File: src/rtl/proc_pkg.sv
// Shared types and widths for the filter processor pipeline control blocks.
package proc_pkg;

  localparam int unsigned REG_W  = 4;
  localparam int unsigned WAIT_W = 8;

  typedef enum logic [0:0] {
    StRun     = 1'b0,
    StMemWait = 1'b1
  } state_e;

endpackage

File: src/rtl/detector_carga_uso.sv
// Load-use hazard detect: a load in Reg/Exe whose destination is read by the instruction in F/Reg.
module detector_carga_uso
  import proc_pkg::*;
(
  input  logic [REG_W-1:0] ra_i,
  input  logic             re_a_i,
  input  logic [REG_W-1:0] rb_i,
  input  logic             re_b_i,
  input  logic [REG_W-1:0] robj_i,
  input  logic             mem_re_i,
  output logic             load_use_o
);

  logic hit_a, hit_b;

  assign hit_a      = re_a_i & (ra_i == robj_i);
  assign hit_b      = re_b_i & (rb_i == robj_i);
  assign load_use_o = mem_re_i & (hit_a | hit_b);

endmodule

File: src/rtl/unidad_detencion.sv
// Pipeline sequencing controller: load-use bubbles, taken-branch flushes and memory freezes.
module unidad_detencion
  import proc_pkg::*;
#(
  parameter int unsigned MEM_TIMEOUT = 15,
  parameter int unsigned CNT_W       = 16
) (
  input  logic             clk,
  input  logic             rst,
  input  logic [REG_W-1:0] Ra_F_Reg,
  input  logic             RE_A_F_Reg,
  input  logic [REG_W-1:0] Rb_F_Reg,
  input  logic             RE_B_F_Reg,
  input  logic [REG_W-1:0] Robj_Reg_Exe,
  input  logic             mem_RE_Reg_Exe,
  input  logic             branch_taken_Exe,
  input  logic             mem_RE_Exe_Mem,
  input  logic             mem_WE_Exe_Mem,
  input  logic             mem_ack,
  output logic             mem_req,
  output logic             en_PC,
  output logic             en_F_Reg,
  output logic             en_Reg_Exe,
  output logic             en_Exe_Mem,
  output logic             en_Mem_WB,
  output logic             flush_F_Reg,
  output logic             flush_Reg_Exe,
  output logic             flush_Mem_WB,
  output logic             mem_error,
  output logic [CNT_W-1:0] stall_count
);

  localparam logic [WAIT_W-1:0] TimeoutVal = WAIT_W'(MEM_TIMEOUT);
  localparam logic [WAIT_W-1:0] WaitOne    = WAIT_W'(1);

  state_e              state_q, state_d;
  logic [WAIT_W-1:0]   wait_q, wait_d;
  logic                pend_q, pend_d;
  logic                err_q, err_d;
  logic [CNT_W-1:0]    stall_q, stall_d;

  logic memop, load_use, freeze, advance, timeout;

  assign memop = mem_RE_Exe_Mem | mem_WE_Exe_Mem;

  detector_carga_uso u_detector (
    .ra_i      (Ra_F_Reg),
    .re_a_i    (RE_A_F_Reg),
    .rb_i      (Rb_F_Reg),
    .re_b_i    (RE_B_F_Reg),
    .robj_i    (Robj_Reg_Exe),
    .mem_re_i  (mem_RE_Reg_Exe),
    .load_use_o(load_use)
  );

  // Everything is gated by rst so outputs drop without waiting for a clock edge.
  always_comb begin
    state_d = state_q;
    wait_d  = wait_q;
    pend_d  = pend_q;
    err_d   = err_q;
    freeze  = 1'b0;
    advance = 1'b0;
    timeout = 1'b0;
    mem_req = 1'b0;
    if (!rst) begin
      unique case (state_q)
        StRun: begin
          mem_req = memop;
          if (memop && !mem_ack) begin
            freeze  = 1'b1;
            state_d = StMemWait;
            wait_d  = WaitOne;
          end else begin
            advance = 1'b1;
          end
        end
        StMemWait: begin
          mem_req = 1'b1;
          if (mem_ack) begin
            advance = 1'b1;
            state_d = StRun;
            wait_d  = '0;
          end else if (wait_q == TimeoutVal) begin
            // Abort: the faulting access is dropped and the pipeline moves on.
            mem_req = 1'b0;
            timeout = 1'b1;
            advance = 1'b1;
            err_d   = 1'b1;
            state_d = StRun;
            wait_d  = '0;
          end else begin
            freeze = 1'b1;
            wait_d = wait_q + WaitOne;
          end
        end
        default: state_d = StRun;
      endcase
      if (freeze) begin
        pend_d = pend_q | branch_taken_Exe;
      end else if (advance) begin
        pend_d = 1'b0;
      end
    end
  end

  always_comb begin
    en_PC         = 1'b0;
    en_F_Reg      = 1'b0;
    en_Reg_Exe    = 1'b0;
    en_Exe_Mem    = 1'b0;
    en_Mem_WB     = 1'b0;
    flush_F_Reg   = 1'b0;
    flush_Reg_Exe = 1'b0;
    flush_Mem_WB  = 1'b0;
    if (freeze) begin
      en_Mem_WB    = 1'b1;
      flush_Mem_WB = 1'b1;
    end else if (advance) begin
      en_PC        = 1'b1;
      en_F_Reg     = 1'b1;
      en_Reg_Exe   = 1'b1;
      en_Exe_Mem   = 1'b1;
      en_Mem_WB    = 1'b1;
      flush_Mem_WB = timeout;
      if (pend_q || branch_taken_Exe) begin
        flush_F_Reg   = 1'b1;
        flush_Reg_Exe = 1'b1;
      end else if (load_use) begin
        en_PC         = 1'b0;
        en_F_Reg      = 1'b0;
        flush_Reg_Exe = 1'b1;
      end
    end
  end

  always_comb begin
    stall_d = stall_q;
    if (!rst && !en_PC && (stall_q != '1)) begin
      stall_d = stall_q + CNT_W'(1);
    end
  end

  always_ff @(posedge clk or posedge rst) begin
    if (rst) begin
      state_q <= StRun;
      wait_q  <= '0;
      pend_q  <= 1'b0;
      err_q   <= 1'b0;
      stall_q <= '0;
    end else begin
      state_q <= state_d;
      wait_q  <= wait_d;
      pend_q  <= pend_d;
      err_q   <= err_d;
      stall_q <= stall_d;
    end
  end

  assign mem_error   = err_q | timeout;
  assign stall_count = stall_q;

endmodule

File: config.mk
export PLATFORM = sky130hd
export DESIGN_NAME = unidad_detencion
export DESIGN_NICKNAME = d
export VERILOG_FILES = /design/src/rtl/proc_pkg.sv /design/src/rtl/detector_carga_uso.sv /design/src/rtl/unidad_detencion.sv
export SDC_FILE = /design/constraint.sdc
export NUM_CORES = 1
export LEC_CHECK = 0
export ABC_CLOCK_PERIOD_IN_PS = 3900
export CAP_MARGIN = 10
export CORE_MARGIN = 10
export CORE_UTILIZATION = 39
export CTS_BUF_LIST = sky130_fd_sc_hd__clkbuf_8
export CTS_CLUSTER_SIZE = 8
export DETAILED_ROUTE_END_ITERATION = 8
export GPL_TIMING_DRIVEN = 0
export HOLD_SLACK_MARGIN = 0.12
export PLACE_DENSITY = 0.71
export SETUP_SLACK_MARGIN = 0.1
export SKIP_CTS_REPAIR_TIMING = 1
export SYNTH_ARGS = -nofsm -noshare
export SYNTH_HDL_FRONTEND = slang
export SYNTH_SLANG_ARGS = --single-unit
File: constraint.sdc
create_clock -name clk -period 3.9 [get_ports clk]
set_input_delay 0.975 -clock clk [delete_from_list [all_inputs] [get_ports clk]]
set_output_delay 0.975 -clock clk [all_outputs]
set_load 0.01 [all_outputs]
Word-level counts from Yosys, hierarchy flattened
Cells that the tools add are included.
{"block": "totals", "regBits": 27, "in_bits": 21, "output_inout_bits": 26, "wordCells": 73}
{"block": "op_classes", "add_sub_neg": 2, "eq_ne": 5, "muxes": 40, "bitwise_logic": 10, "reduce_logical": 11}
{"cell": "$mux 1", "n": 33}
{"cell": "$mux 8", "n": 3}
{"cell": "$add 16x1->16 const B", "n": 1}
{"cell": "$ne 16x16->1 const B", "n": 1}
{"cell": "$pmux 8 s2", "n": 1}
{"cell": "$add 8x1->8 const B", "n": 1}
{"cell": "$eq 4x4->1", "n": 2}
{"cell": "$eq 8x4->1 const B", "n": 1}
{"cell": "$pmux 1 s2", "n": 3}
{"cell": "$or 1x1->1", "n": 4}
{"cell": "$reduce_and 2->1", "n": 2}
{"cell": "$reduce_and 4->1", "n": 1}
{"cell": "$and 1x1->1", "n": 3}
{"cell": "$logic_and 1x1->1", "n": 3}
{"cell": "$logic_not 1->1", "n": 3}
{"cell": "$not 1->1", "n": 3}
{"cell": "$ne 2x2->1 const B", "n": 1}
{"cell": "$reduce_bool 2->1", "n": 1}
{"cell": "$logic_or 1x1->1", "n": 1}

Depth between registers and ports, before layout
Gate-level depths: netlist (run 1).
{"block": "depth", "depth_word": 11, "mapped_depth": 8, "ltp_nobuf": 6}

Hierarchy
From an unflattened synthesis (run 1), not the netlist that was laid out.
{"block": "unflattened", "cells_unflattened": 159, "area_unflattened_um2": 1624.1}
{"module": "unidad_detencion", "n_inst": 1, "cells_each": 147, "area_each_um2": 1521.5, "seq_area_each_um2": 675.6}
{"module": "detector_carga_uso", "n_inst": 1, "cells_each": 12, "area_each_um2": 102.6, "seq_area_each_um2": 0.0}

Worst setup path before layout (run 1)
No wires, ideal clock.
{"block": "synth_timing", "kind": "input to output", "start": "in mem_WE_Exe_Mem", "end": "out en_PC", "arrival_ns": 2.090, "required_ns": 2.925, "slack_ns": 0.835, "path_stages": 6, "path_buffers": 2, "path_cell_list": "nor3_1 > a311oi_1 > or2_4 > buf_6 > nor2_1 > buf_4"}
{"block": "synth_between", "elab_chain_len": 8, "word_cells_on_any_way": 12, "cone_classes": "mux (10); bitwise (1); reduce/logical (1)"}
{"item": "start: declaration", "line_no": "unidad_detencion.sv:18", "text": "input logic mem_WE_Exe_Mem,"}
{"item": "$or 1x1->1 *", "line_no": "unidad_detencion.sv:44", "text": "assign memop = mem_RE_Exe_Mem | mem_WE_Exe_Mem;"}
{"item": "$logic_and 1x1->1 *", "line_no": "unidad_detencion.sv:70", "text": "if (memop && !mem_ack) begin"}
{"item": "$mux 1", "line_no": "unidad_detencion.sv:70"}
{"item": "$pmux 1 s2", "line_no": "unidad_detencion.sv:67", "text": "unique case (state_q)"}
{"item": "$mux 1 (2 in series)", "line_no": "unidad_detencion.sv:66", "text": "if (!rst) begin"}
{"item": "$mux 1"}
{"item": "$mux 1 *"}
{"item": "end: declaration", "line_no": "unidad_detencion.sv:21", "text": "output logic en_PC,"}
Every way passes the cells marked *; elsewhere a longest branch is shown, timed or not. The select of a mux whose other input is x is not followed.

Final worst setup path (run 1)
{"block": "layout_timing", "start": "in mem_RE_Exe_Mem", "end": "out en_Reg_Exe"}
{"block": "layout_between", "elab_chain_len": 8, "word_cells_on_any_way": 12, "cone_classes": "mux (10); bitwise (1); reduce/logical (1)"}
{"item": "start: declaration", "line_no": "unidad_detencion.sv:17", "text": "input logic mem_RE_Exe_Mem,"}
{"item": "$or 1x1->1 *", "line_no": "unidad_detencion.sv:44"}
{"item": "$logic_and 1x1->1 *", "line_no": "unidad_detencion.sv:70"}
{"item": "$mux 1", "line_no": "unidad_detencion.sv:70"}
{"item": "$pmux 1 s2", "line_no": "unidad_detencion.sv:67"}
{"item": "$mux 1 (2 in series)", "line_no": "unidad_detencion.sv:66"}
{"item": "$mux 1", "line_no": "unidad_detencion.sv:119", "text": "end else if (advance) begin"}
{"item": "$mux 1 *", "line_no": "unidad_detencion.sv:116", "text": "if (freeze) begin"}
{"item": "end: declaration", "line_no": "unidad_detencion.sv:23", "text": "output logic en_Reg_Exe,"}
Marks and branches as above.

==> impl_metrics.toml, run 1 <==
[logic_synthesis]
ys_seq_area_frac = 0.4000
synth_edf_count = 0
yosysWarnings = 0
ys_seq_elements = 27
post-synth-top-area-cell = "dfrtp_1"
ys_types = 50
yosysTopAreaCellShare = 0.4000
synthesis.nets = 188
async_flop_share = 1.000
synth_area_leaders = "dfrtp_1 (40%), xnor2_1 (12%), nor2_1 (4.4%), o211ai_2 (3.7%), nand3_1 (2.7%)"
synthFlopType = "dfrtp_1"
syn_area_per_cell_um2 = 10.24
yosys-top-cells-count = "dfrtp_1 (27), xnor2_1 (23), nor2_1 (20)"
synth.most_common_cell = "dfrtp_1"
syn_area_um2 = 1689
synthCells = 165

[clock_tree]
clk_pin_slew_ns = 0.09
cts_buffers = 3
cts_max_level = 1
clk_latency_ns = 0.27
clock_path_buffers = 2
cts_tree = "done"
cts.sinks = 27
clockRootBuffer = "clkbuf_8"

[worst_setup_path]
crit_slowest_cell = "clkdlybuf4s50_1"
crit_type = "primary input to output port"
cp_slowest_stage_delay_ns = 0.51
endpoint_kind = "output port"
cp_common_cell = "buf_6"
arrival_ns = 2.71
worstReg2RegStart = "wait_q[0]"
crit_fanout = 10
crit_chain = "clkdlybuf4s50_1, nor3_2, a311oi_1, or2_4, buf_6, buf_6, inv_1, buf_4, dlymetal6s2s_1"
critical_path_required_ns = 2.92
start_kind = "primary input"
crit_path_start = "mem_RE_Exe_Mem"

[global_route]
grt_use_total = 0.1144
grt_pass1_wl_um = 7086
busiest_layer = "met2"
grt.overflow.total = 0
met1_usage = 0.1533
grt_pass1_vias = 1413
antenna_found_initial = 0
grt_start_max_net_pins = 31
grt_use_met3 = 0.01892
grt.met2_usage = 0.1819

[floorplan]
ios = 47
dieWidth_um = 85.81
num_rows = 23
die-area_um2 = 7363
start_util = 0.4133
core-area_um2 = 4086
die_h_um = 85.81

[power_and_ir_drop]
ir_drop_v = 0.0003185
power_switching_mw = 0.2876
intPower_mw = 0.5581
power_density_nw_per_um2 = 362.2
clockPowerShare = 0.186
power.leakage_nw = 1.003
combinationalPowerShare = 0.347
seqPwrFrac = 0.466
switching_share = 0.3401

[sta]
period_share = 0.9455
setup_viol = 0
slew_headroom = 0.6440
tightest_slew_ns = 0.5340
report.final.slew_viol_count = 0
hold_viol = 0
rsz0062_at_grt = "false"
tns_ns = 0
fin_skew_ns = 0.009003
max_freq_ghz = 0.2712
fin_crit_ns = 3.687
setup_ws_ns = 0.2127

[routing]
vias = 1443
drtAntennaViolNets = 0
drtIter0Drc = 78
vias_per_cell = 5.364
drc_errors = 0
drt-total-wl_um = 4318
wl_per_cell_um = 16.05
drt_first_pass_iters = 4

[layout]
syn2layout_area_growth_pct = 38.22
nFillCells = 372
insertedDiodeCount = 0
fin_nets = 243
drive_gt1_frac = 0.1598

[placed_design]
place_ws_ns = -0.1787
place_congestion = 0.8184
hpwlAfterDp_um = 3283
port_buffers = 45

[hold_path]
worstHoldStart = "err_q"
hp-class = "register to register"

[outcome]
status = "finished clean"

[job]
max-cap-violations = 0
worst max-delay path, delay by kind of cell:
family                 cells  cell delay, ns
AOI/OAI and AO/OA          1            0.29
buffers and inverters      6            1.20
and+or+nand+nor            2            0.25
stage by stage:
stage | hold WS, ns | utilization | power, mW | instances | instance area (um^2)
6_report | 0.4680 | 0.5713 | 0.8457 | 269 | 2335
5_1_grt | 0.5044 | 0.5713 | 0.8986 | 269 | 2335
4_1_cts | 0.4717 | 0.5499 | 0.8488 | 264 | 2247
3_5_place_dp | 0.4504 | 0.5389 | 0.6920 | 260 | 2202
3_3_place_gp | 0.4456 | 0.5389 | 0.6862 | 260 | 2202
2_1_floorplan | 0.4296 | - | 0.5454 | 165 | 1689
kinds of logic (layout without fill, tap and decap cells):
logic type,count (synthesis),count (layout),share of synthesized area
AO/OA/AOI/OAI,34,34,0.1896
XOR/XNOR,24,24,0.1244
adder cells (fa/ha/maj),2,2,0.01481
buffers and inverters,12,66,0.04296
flip-flops,27,27,0.4000
multiplexers,3,3,0.02000
AND/OR/NAND/NOR,63,63,0.2082
power by group through the flow:
| stage | Sequential (mW) | Combinational (mW) | Clock, mW |
|---|---|---|---|
| finish | 0.394 | 0.294 | 0.158 |
| global route | 0.403 | 0.324 | 0.171 |
| CTS | 0.395 | 0.294 | 0.160 |
| detailed placement | 0.400 | 0.292 | 0 |
| global placement | 0.399 | 0.287 | 0 |
| floorplan | 0.403 | 0.142 | 0 |
path summary, 6_finish.rpt:
| path | to | slack [ns] | cells after the start |
|---|---|---|---|
| max in group asynchronous | stall_count[5] | 2.65 | 3 |
| setup reg to reg | stall_count[14] | 1.82 | 7 |
| hold / removal | err_q | 0.47 | 1 |
| setup / recovery | en_Reg_Exe | 0.21 | 9 |
| hold reg to reg | err_q | 0.47 | 1 |
| min in group asynchronous | stall_count[13] | 0.79 | 2 |
cells in the final DEF, fill, tap and decap left out, types with 2 or more instances in the layout:
cell type        count
and3_1               2
xnor2_1             23
nand2_1              7
dfrtp_1             27
o21ai_0              3
clkbuf_8             3
ha_1                 2
a21oi_1              2
a21o_1               2
inv_1                6
nor2_1              19
clkdlybuf4s50_1     39
nor3_1               7
nand3_1              9
mux2_1               2
and2_1               2
buf_6                2
o211ai_2             5
nand2b_1             3
o2111ai_1            3
buf_4                8
o21a_1               2
dlymetal6s2s_1       5
o21ai_2              3
nand4_1              2
metal layers:
layer	share of wire	up-vias
met3	0.048	2
met1	0.48	700
met5	0	-
met4	0.0095	0
met2	0.46	42
li1	-	699
state kept, by name, summed over array words and instances, names as in the netlist:
name         cells
stall_count     16
wait_q           8
err_q            1
pend_q           1
state_q          1
final cells by class:
| cell class | count | area [um^2] | area share |
|---|---|---|---|
| Clock buffer | 3 | 41.29 | 0.01768 |
| Tap cell | 50 | 62.56 | 0.02680 |
| Inverter | 5 | 18.77 | 0.008039 |
| Clock inverter | 1 | 3.754 | 0.001608 |
| Sequential cell | 27 | 675.6 | 0.2894 |
| Timing Repair Buffer | 50 | 518.0 | 0.2219 |
| Multi-Input combinational cell | 126 | 960.9 | 0.4116 |
| Buffer | 7 | 53.80 | 0.02304 |
No activity file was read; power rests on OpenSTA's default activity.
==> run 2, diff against run 1 <==
--- a/config.mk
+++ b/config.mk
@@ -5,16 +5,18 @@
 export SDC_FILE = /design/constraint.sdc
 export NUM_CORES = 1
 export LEC_CHECK = 0
-export ABC_CLOCK_PERIOD_IN_PS = 3900
+export ABC_CLOCK_PERIOD_IN_PS = 3500
 export CAP_MARGIN = 10
+export CELL_PAD_IN_SITES_DETAIL_PLACEMENT = 1
+export CELL_PAD_IN_SITES_GLOBAL_PLACEMENT = 2
 export CORE_MARGIN = 10
-export CORE_UTILIZATION = 39
+export CORE_UTILIZATION = 30
 export CTS_BUF_LIST = sky130_fd_sc_hd__clkbuf_8
 export CTS_CLUSTER_SIZE = 8
 export DETAILED_ROUTE_END_ITERATION = 8
 export GPL_TIMING_DRIVEN = 0
 export HOLD_SLACK_MARGIN = 0.12
-export PLACE_DENSITY = 0.71
+export PLACE_DENSITY = 0.85
 export SETUP_SLACK_MARGIN = 0.1
 export SKIP_CTS_REPAIR_TIMING = 1
 export SYNTH_ARGS = -nofsm -noshare
==> constraint.sdc (replaced) <==
create_clock -name clk -period 3.5 [get_ports clk]
set_input_delay 0.875 -clock clk [delete_from_list [all_inputs] [get_ports clk]]
set_output_delay 0.875 -clock clk [all_outputs]
set_load 0.01 [all_outputs]
==> impl_metrics.toml, run 2 (synthesis results as in run 1) <==
[routing]
drtIter0Drc = 77
drc_errors = 0
drtAntennaViolNets = 0
vias = 1416
drt_first_pass_iters = 4
vias_per_cell = 4.900
wl_per_cell_um = 16.39
drt-total-wl_um = 4738

[outcome]
status = "finished clean"

[worst_setup_path]
endpoint_kind = "output port"
critical_path_required_ns = 2.62
crit_family = "buffers and inverters"
cp_slowest_stage_delay_ns = 0.52
crit_slowest_cell = "clkdlybuf4s50_1"
crit_chain = "clkdlybuf4s50_1, nor3_4, a311oi_2, or2_4, buf_6, buf_8, inv_1, buf_4, dlymetal6s2s_1"
crit_type = "primary input to output port"
arrival_ns = 2.54
crit_fanout = 10
cp_num_buf_inv = 6
start_kind = "primary input"

[layout]
syn2layout_area_growth_pct = 40.22
layout_common_cells = "clkdlybuf4s50_1 (38), dfrtp_1 (27), xnor2_1 (23)"
insertedDiodeCount = 0
fin_nets = 241
layout_commonest_cell = "clkdlybuf4s50_1"
nFillCells = 622
largest_register_ffs = 16
drive_gt1_frac = 0.1659
final_util = 0.4328

[sta]
tightest_slew_ns = 0.6003
holdWs_ns = 0.4724
report.final.slew_viol_count = 0
period_share = 0.9745
hold_viol = 0
fin_skew_ns = 0.009280
rsz0062_at_grt = "true"
setup_ws_ns = 0.08922
slew_headroom = 0.5993
max_freq_ghz = 0.2932
setup_viol = 0
tns_ns = 0
fin_crit_ns = 3.411

[clock_tree]
cts_tree = "done"
cts_max_level = 1
cts.sinks = 27
clk_pin_slew_ns = 0.09
clk_latency_ns = 0.27
clock_path_buffers = 2
cts_buffers = 3
clockRootBuffer = "clkbuf_8"

[power_and_ir_drop]
power.leakage_nw = 1.004
switching_share = 0.3430
ir_drop_v = 0.0002618
combinationalPowerShare = 0.351
clockPowerShare = 0.183
seqPwrFrac = 0.466
power_switching_mw = 0.3251
power_density_nw_per_um2 = 400.1
intPower_mw = 0.6226

[placed_design]
place_congestion = 0.7747
place_ws_ns = -0.4159
hpwlAfterDp_um = 3501
port_buffers = 45

[floorplan]
die-area_um2 = 9032
start_util = 0.3086
core-area_um2 = 5473
ios = 47
num_rows = 27
dieWidth_um = 95.04
die_h_um = 95.04

[global_route]
grt_pass1_vias = 1572
grt.overflow.total = 0
antenna_found_initial = 0
grt_use_total = 0.1062
grt_start_max_net_pins = 31
grt_pass1_wl_um = 7907

[job]
max-cap-violations = 0

[hold_path]
hp-class = "register to register"
==> run 2: cell count changes in the layout (fill, tap and decap cells not counted), sizes merged <==
cell	previous run	this run
buf	12	10
clkdlybuf4s50	39	38
dlymetal6s2s	5	6
==> run 2: metrics by stage <==
step / area (um^2) / std cells / total power, mW
2_1_floorplan: 1689 / 165 / 0.6078
3_3_place_gp: 2230 / 282 / 0.7675
3_5_place_dp: 2230 / 282 / 0.7755
4_1_cts: 2275 / 286 / 0.9554
5_1_grt: 2369 / 289 / 1.031
6_report: 2369 / 289 / 0.9476
==> run 2: power by group through the flow <==
stage	Combinational, mW	Sequential [mW]	Clock [mW]
4_1_cts	0.331	0.442	0.183
5_1_grt	0.372	0.456	0.203
2_1_floorplan	0.158	0.449	0
3_3_place_gp	0.322	0.445	0
3_5_place_dp	0.328	0.447	0
6_report	0.333	0.441	0.173
==> run 2: final cells by class <==
class / instances / area (um^2) / share of cell area
plain buffers: 7 / 57.56 / 0.02430
clock buffers: 3 / 41.29 / 0.01743
clock inverters: 1 / 3.754 / 0.001585
inverters: 5 / 18.77 / 0.007924
multi-input cells: 126 / 978.4 / 0.4131
flip-flops and latches: 27 / 675.6 / 0.2853
well taps: 72 / 90.09 / 0.03803
repair buffers: 48 / 503.0 / 0.2124
==> run 2: metal layers <==
layer  part of all wire  track usage  wire length [um]
met1               0.49       0.1433              2342
met5                  0            0                 0
met2               0.44       0.1653              2108
met3              0.052      0.02514               248
met4             0.0082      0.02993                39
==> run 2: worst paths after layout <==
path	startpoint	to	slack [ns]	cells past startpoint
setup / recovery	mem_WE_Exe_Mem	en_Reg_Exe	0.09	9
setup reg to reg	wait_q[0]	stall_count[14]	1.41	7
hold / removal	err_q	err_q	0.47	1
max in group asynchronous	rst	stall_count[1]	2.23	3
min in group asynchronous	rst	stall_count[10]	0.76	2
hold reg to reg	err_q	err_q	0.47	1
==> run 2: worst reg2reg max path, delay by kind of cell (launching register included) <==
| family | cells | cell delay (ns) |
|---|---|---|
| DFF | 1 | 0.42 |
| AOI/OAI and AO/OA | 2 | 0.42 |
| and+or+nand+nor | 2 | 0.38 |
| muxes | 1 | 0.34 |
| adders and majority gates | 1 | 0.26 |
| buffers and inverters | 1 | 0.16 |
==> run 3, diff against run 2 <==
--- a/config.mk
+++ b/config.mk
@@ -14,6 +14,7 @@
 export CTS_BUF_LIST = sky130_fd_sc_hd__clkbuf_8
 export CTS_CLUSTER_SIZE = 8
 export DETAILED_ROUTE_END_ITERATION = 8
+export GPL_ROUTABILITY_DRIVEN = 0
 export GPL_TIMING_DRIVEN = 0
 export HOLD_SLACK_MARGIN = 0.12
 export PLACE_DENSITY = 0.85
==> results of run 3 <==
The final DEF is identical to that of run 2; final timing and power are the same.
